[src/rtl/mult_accum.sv]
// mult_accum: accumulates a stream of unsigned products into a wide sum.
//
// One sequence of product beats (closed by prod_last) is summed into an
// ACC_W-bit accumulator. The result (sum, saturating beat count, sticky
// overflow) is presented on a valid/ready port until it is taken. Then the
// block returns to idle and accepts the next sequence.
//
// Optional feature macro: MULT_ACC_SAT_EN
//   defined   - on carry out of ACC_W the sum clamps to 2^ACC_W-1
//   undefined - the sum wraps modulo 2^ACC_W
//   In both cases acc_ovf records the carry.
//
// Ports:
//   clk, rst         clock (rising edge), asynchronous active-high reset
//   prod_valid/ready product beat handshake
//   prod_data        unsigned product beat
//   prod_last        beat closes the sequence
//   acc_valid/ready  result handshake
//   acc_data         accumulated sum
//   acc_count        beats in the sequence (saturating)
//   acc_ovf          sticky overflow for the sequence
module mult_accum #(
  parameter int unsigned PROD_W = 9,
  parameter int unsigned ACC_W  = 16,
  parameter int unsigned CNT_W  = 4
) (
  input  logic              clk,
  input  logic              rst,
  input  logic              prod_valid,
  output logic              prod_ready,
  input  logic [PROD_W-1:0] prod_data,
  input  logic              prod_last,
  output logic              acc_valid,
  input  logic              acc_ready,
  output logic [ACC_W-1:0]  acc_data,
  output logic [CNT_W-1:0]  acc_count,
  output logic              acc_ovf
);

  typedef enum logic [1:0] {StIdle, StAccum, StHold} state_e;

  state_e             state_q, state_d;
  logic [ACC_W-1:0]   acc_q, acc_d;
  logic [CNT_W-1:0]   cnt_q, cnt_d;
  logic               ovf_q, ovf_d;
  logic [ACC_W:0]     sum;
  logic               accept;

  // Outputs decode registered state only; no path from prod_* to acc_valid.
  assign acc_valid  = (state_q == StHold);
  assign prod_ready = (state_q != StHold);
  assign acc_data   = acc_q;
  assign acc_count  = cnt_q;
  assign acc_ovf    = ovf_q;

  assign accept = prod_valid & prod_ready;
  // One extra bit catches the carry out of the accumulator.
  assign sum    = {1'b0, acc_q} + (ACC_W+1)'(prod_data);

  always_comb begin
    state_d = state_q;
    acc_d   = acc_q;
    cnt_d   = cnt_q;
    ovf_d   = ovf_q;
    case (state_q)
      StIdle: begin
        if (accept) begin
          acc_d   = ACC_W'(prod_data);
          cnt_d   = CNT_W'(1);
          ovf_d   = 1'b0;
          state_d = prod_last ? StHold : StAccum;
        end
      end
      StAccum: begin
        if (accept) begin
`ifdef MULT_ACC_SAT_EN
          // Once clamped, every further nonzero beat carries again, so the
          // sum stays pinned at full scale for the rest of the sequence.
          acc_d = sum[ACC_W] ? {ACC_W{1'b1}} : sum[ACC_W-1:0];
`else
          acc_d = sum[ACC_W-1:0];
`endif
          cnt_d = (cnt_q == {CNT_W{1'b1}}) ? cnt_q : cnt_q + CNT_W'(1);
          ovf_d = ovf_q | sum[ACC_W];
          if (prod_last) begin
            state_d = StHold;
          end
        end
      end
      StHold: begin
        if (acc_ready) begin
          state_d = StIdle;
        end
      end
      default: state_d = StIdle;
    endcase
  end

  always_ff @(posedge clk or posedge rst) begin
    if (rst) begin
      state_q <= StIdle;
      acc_q   <= '0;
      cnt_q   <= '0;
      ovf_q   <= 1'b0;
    end else begin
      state_q <= state_d;
      acc_q   <= acc_d;
      cnt_q   <= cnt_d;
      ovf_q   <= ovf_d;
    end
  end

endmodule

[config.mk]
export PLATFORM = sky130hd
export DESIGN_NAME = mult_accum
export DESIGN_NICKNAME = d
export VERILOG_FILES = /design/src/rtl/mult_accum.sv
export SDC_FILE = /design/constraint.sdc
export NUM_CORES = 1
export LEC_CHECK = 0
export BUFFER_PORTS_ARGS = -buffer_cell sky130_fd_sc_hd__buf_2
export CAP_MARGIN = 20
export CORE_ASPECT_RATIO = 1.2
export CORE_UTILIZATION = 45
export DETAILED_ROUTE_END_ITERATION = 12
export PLACE_DENSITY = 0.69
export SLEW_MARGIN = 30
export SYNTH_ARGS = -nofsm -noshare
export SYNTH_HDL_FRONTEND = slang
export SYNTH_SLANG_ARGS = --single-unit
export TNS_END_PERCENT = 50
[constraint.sdc]
create_clock -name clk -period 3.35 [get_ports clk]
set_clock_uncertainty 0.15 [all_clocks]
set_input_delay 0.335 -clock clk [delete_from_list [all_inputs] [get_ports clk]]
set_output_delay 0.335 -clock clk [all_outputs]
set_load 0.1 [all_outputs]
# == After elaboration in Yosys (flattened, before gate mapping) ==
# Index checks and enable logic that the tools add are counted.
# totals
register_bits,23
elab_cells,38
in_bits,14
out_inout_bits,23
# classes
n_reduce_logical,5
muxes,16
bitwise,2
addsub,2
n_eq_ne,9
# ops
operator,count
2-to-1 mux 16 bit,2
one-hot mux 16 bit (2 select lines),1
adder 16 x 9 -> 17 bit,1
2-to-1 mux 4 bit,3
2-to-1 mux 2 bit,5
"inequality test 2 bit, second input constant",5
one-hot mux 4 bit (2 select lines),1
AND reduction 4 bit,2
one-hot mux 2 bit (3 select lines),1
"adder 4 x 1 -> 4 bit, second input constant",1
"== test 4 bit, second input constant",1
AND reduction 3 bit,1
"== test 2 x 1 -> 1 bit, second input constant",1
"== test 2 bit, second input constant",1
logical NOT 2 bit,1
2-to-1 mux 1 bit,2
"inequality test 2 x 1 -> 1 bit, second input constant",1
one-hot mux 1 bit (2 select lines),1
nonzero test 2 bit,1
bitwise AND 1 bit,1
OR 1 bit,1

# == Longest topological paths before layout ==
# logic_depth
word_depth,4
depth_mapped,7
ltp_nobuf,7

# == Least setup slack after synthesis ==
# Ideal clock, no wire load.
# synth_path
path_type,register to register
from,register acc_q[0] (netlist: acc_data[0])
to,register acc_q[12] (netlist: acc_data[12])
setup_time_ns,0.121
path_stages_with_launch,8
arrival_ns,2.636
synth_period_minus_slack_ns,2.907
slack_ns,0.443
required_ns,3.079
n_path_buf,0
cell_sequence,dfrtp_1 > ha_1 > fa_1 > a21o_1 > a221oi_4 > o21bai_2 > a32o_1 > a31o_1
# synth_between
elab_chain_len,3
# synth_lines
item,line_no,rtl
start: declaration,43,"logic [ACC_W-1:0] acc_q, acc_d;"
start signal: assignment,102,acc_q <= '0;
start signal: assignment,107,acc_q <= acc_d;
adder 16 x 9 -> 17 bit,58,"assign sum = {1'b0, acc_q} + (ACC_W+1)'(prod_data);"
2-to-1 mux 16 bit,75,if (accept) begin
one-hot mux 16 bit (2 select lines),65,case (state_q)
# No other way between the ends. The select of a mux whose other input is x is not followed.
# A chain may end at the register's enable or synchronous reset.

# == Final worst setup path ==
# Ends and elaborated chain as after synthesis.

==> summary.txt <==
STA
  – Final count of pins violating max slew: 0
  – Final Hold Vio Count: 0
  – Relative slew slack: 0.5456
  – Setup TNS Final: 0 ns
  – Setup Viol. Count Final: 0
  – Worst hold slack: 0.03715 ns
  – Final Cycle Share: 0.7527
  – PnR worst setup slack: 0.8284 ns
  – Slew @ Worst Pin: 0.6802 ns
  – RSZ-0062 raised after global routing: false
  – Min Tclk post-route: 2.522 ns
  – Fmax: 0.3966 GHz

Synth
  – Yosys top cell area share: 0.3767
  – Syn. warnings: 0
  – Seq/Total Area, Yosys: 0.3767
  – Distinct cells, synth: 42
  – Mean Syn Cell Area: 9.259 um^2
  – Top cell type by total area after synthesis: dfrtp_1
  – Cells after synthesis: 165
  – Flops & latches, synth: 23
  – Most used flip-flop cell after synthesis: dfrtp_1
  – Cell area after synthesis: 1528 um^2
  – Top post-synthesis cells by area: dfrtp_1, ha_1, o21ai_0
  – EDFF count, synth: 0
  – Net Count, Synth: 190
  – Post-synth ARST share: 1.000

Layout
  – Core Util, Final: 0.5694
  – ANT cells: 0
  – Filler cells: 297
  – Layout cells sized above 1: 0.2353
  – Area of the multi-input gates: 912.1 um^2
  – Final #Nets: 230
  – Storage cell area: 575.6 um^2
  – Area Overhead vs Synth: 16.95%

Pwr
  – Tot Pwr: 1.416 mW
  – Highest ir drop seen on vdd: 0.6435 mV
  – Leak: 0.8958 nW
  – Pwr/cell area: 792.5 nW/um^2

Setup path
  – CP Class: reg2reg
  – Delay-heaviest family, CP: compound AO/OA/AOI/OAI gates
  – Critical path launch point type: flip-flop
  – Reg-to-reg startpoint: acc_data[0]
  – Reg2reg end: acc_data[12]
  – Worst EP required: 3.41 ns
  – Crit Path Max Fanout: 5
  – R2R Setup Slk: 0.83 ns
  – Max incr delay on CP: 0.42 ns
  – Reg2Reg Depth: 7
  – Buf/Inv on CP: 0
  – Critical Path AT: 2.59 ns
  – Setup crit end kind: flip-flop
  – Crit path cell chain: ha_1 > fa_1 > a21o_1 > a221oi_4 > o21bai_2 > a32o_1 > a31o_1
  – Slowest cell on crit path: dfrtp_1

Floorplanning
  – IO Count: 37
  – Row count: 22
  – Die Ht: 65.83 um
  – Core outline area: 3138 um^2
  – Width of the chip: 55.19 um
  – Starting Density: 0.4868
  – Die area: 3633 um^2

Placement
  – I/O Buffers: 36
  – Hpwl dp: 2.543 mm
  – RePlAce Congestion: 0.8440
  – Worst slack, placed: 0.7825 ns

Drt
  – DRC violations left: 0
  – Final wirelength: 3.424 mm
  – Drt via density: 5.763
  – Vias: 1383
  – First-pass DRT Iterations: 4
  – Drt first-iter violations: 53
  – Routed Antenna Nets: 0
  – DR WL/cell: 14.27 um

CTS
  – Htree depth: 1
  – Clock latency on the worst-skew pair: 0.31 ns
  – Clock Sinks: 23
  – CTS root buf: clkbuf_4
  – Clock buffer depth: 2
  – Clock-pin slew on the worst setup and hold paths: 0.14 ns
  – CTS buffer count: 3
  – CTS tree: built

Global routing
  – Global-route wire length before repair: 5.678 mm
  – Initial antenna violation count: 0
  – Vias in the first global route: 1321
  – Largest net degree at the start of global routing: 25
  – GRT Util Overall: 0.2116
  – GRT overflow: 0

Status
  – Outcome: completed

Min path
  – Worst Hold End: state_q[1]
  – Hold path start: acc_ready
  – Tightest Hold Check Type: in2reg
  – Hold-critical path depth: 2

Job
  – MaxCap Viol Count: 0
## worst max path at each step
stage / slack (ns) / depth (start not counted) / start / endpoint
6_report: 0.83 / 7 / acc_data[0] / acc_data[12]
5_1_grt: 0.71 / 7 / acc_data[0] / acc_data[12]
4_1_cts: 0.82 / 7 / acc_data[0] / acc_data[12]
3_5_place_dp: 0.78 / 8 / prod_data[0] / acc_data[12]
3_3_place_gp: 0.83 / 8 / prod_data[0] / acc_data[12]
2_1_floorplan: 0.44 / 7 / acc_data[0] / acc_data[12]
## sequential cells by signal, summed over array words and instances, names as in the netlist
| register | count |
|---|---|
| acc_ovf | 1 |
| acc_data | 16 |
| acc_count | 4 |
| state_q | 2 |
## cells in the mapped netlist (3+ instances only)
cell	instances
or3_1	4
mux2i_1	8
a21oi_1	11
nand3_1	3
a31oi_1	3
nor2_1	11
a21o_1	4
dfrtp_1	23
ha_1	10
o21ai_0	19
and3_1	3
inv_1	6
xnor2_1	4
nand2_1	21
## cell usage in the layout (no fill, tap or decap), drive strengths merged, types with 2 or more instances in the layout
cell    instances
inv             6
a211oi          2
nand2b          2
and3            4
mux2i           8
a22oi           2
nand3           3
a21o            4
o211ai          2
o21bai          2
a21oi          11
a31oi           3
a32o            2
nor2           11
nand2          21
ha             10
mux2            2
or3             4
dfrtp          23
xnor2           4
buf            38
o21ai          19
clkbuf          4
## worst reg2reg max path: cells and delay by family (launching register included)
kind | cells | cell delay, ns
flip-flops | 1 | 0.42
AO/OA/AOI/OAI | 5 | 1.22
adder cells (fa/ha/maj) | 2 | 0.64
## layer usage
metal  global-route usage  part of all wire
met5                    0                 0
met2               0.3735              0.51
met3              0.02069             0.050
met4              0.05000            0.0058
met1               0.2678              0.44
## timing repair
item | CTS | global route
resized for setup | 0 | 0
hold endpoints to repair | 0 | 23
hold buffers | 0 | 1
buffers inserted | 0 | 0
## power by group
| group | total [mW] | internal (mW) | switching, mW |
|---|---|---|---|
| sequential | 0.400 | 0.334 | 0.0660 |
| combinational | 0.883 | 0.222 | 0.661 |
| clock | 0.133 | 0.0465 | 0.0868 |
| total | 1.42 | 0.602 | 0.814 |
## cell families after synthesis
| family | count (synthesis) | share of synthesized area |
|---|---|---|
| compound gates | 56 | 0.2523 |
| buf+inv | 10 | 0.02621 |
| flops | 23 | 0.3767 |
| xor+xnor | 5 | 0.02866 |
| fa+ha+maj | 11 | 0.09500 |
| mux | 10 | 0.06716 |
| simple gates | 50 | 0.1540 |
## final cells by class
class | instances | share of cell area
Clock buffer | 4 | 0.01471
Timing Repair Buffer | 39 | 0.1148
Tap cell | 36 | 0.02521
Sequential cell | 23 | 0.3221
Multi-Input combinational cell | 132 | 0.5105
Inverter | 6 | 0.01261
## metrics by stage
stage                     area [um^2]  std cells
after floorplan                  1528        165
after CTS                        1777        239
after global routing             1787        240
after detailed placement         1750        235
final                            1787        240
after global placement           1750        235
(Power assumes the default switching activity.)
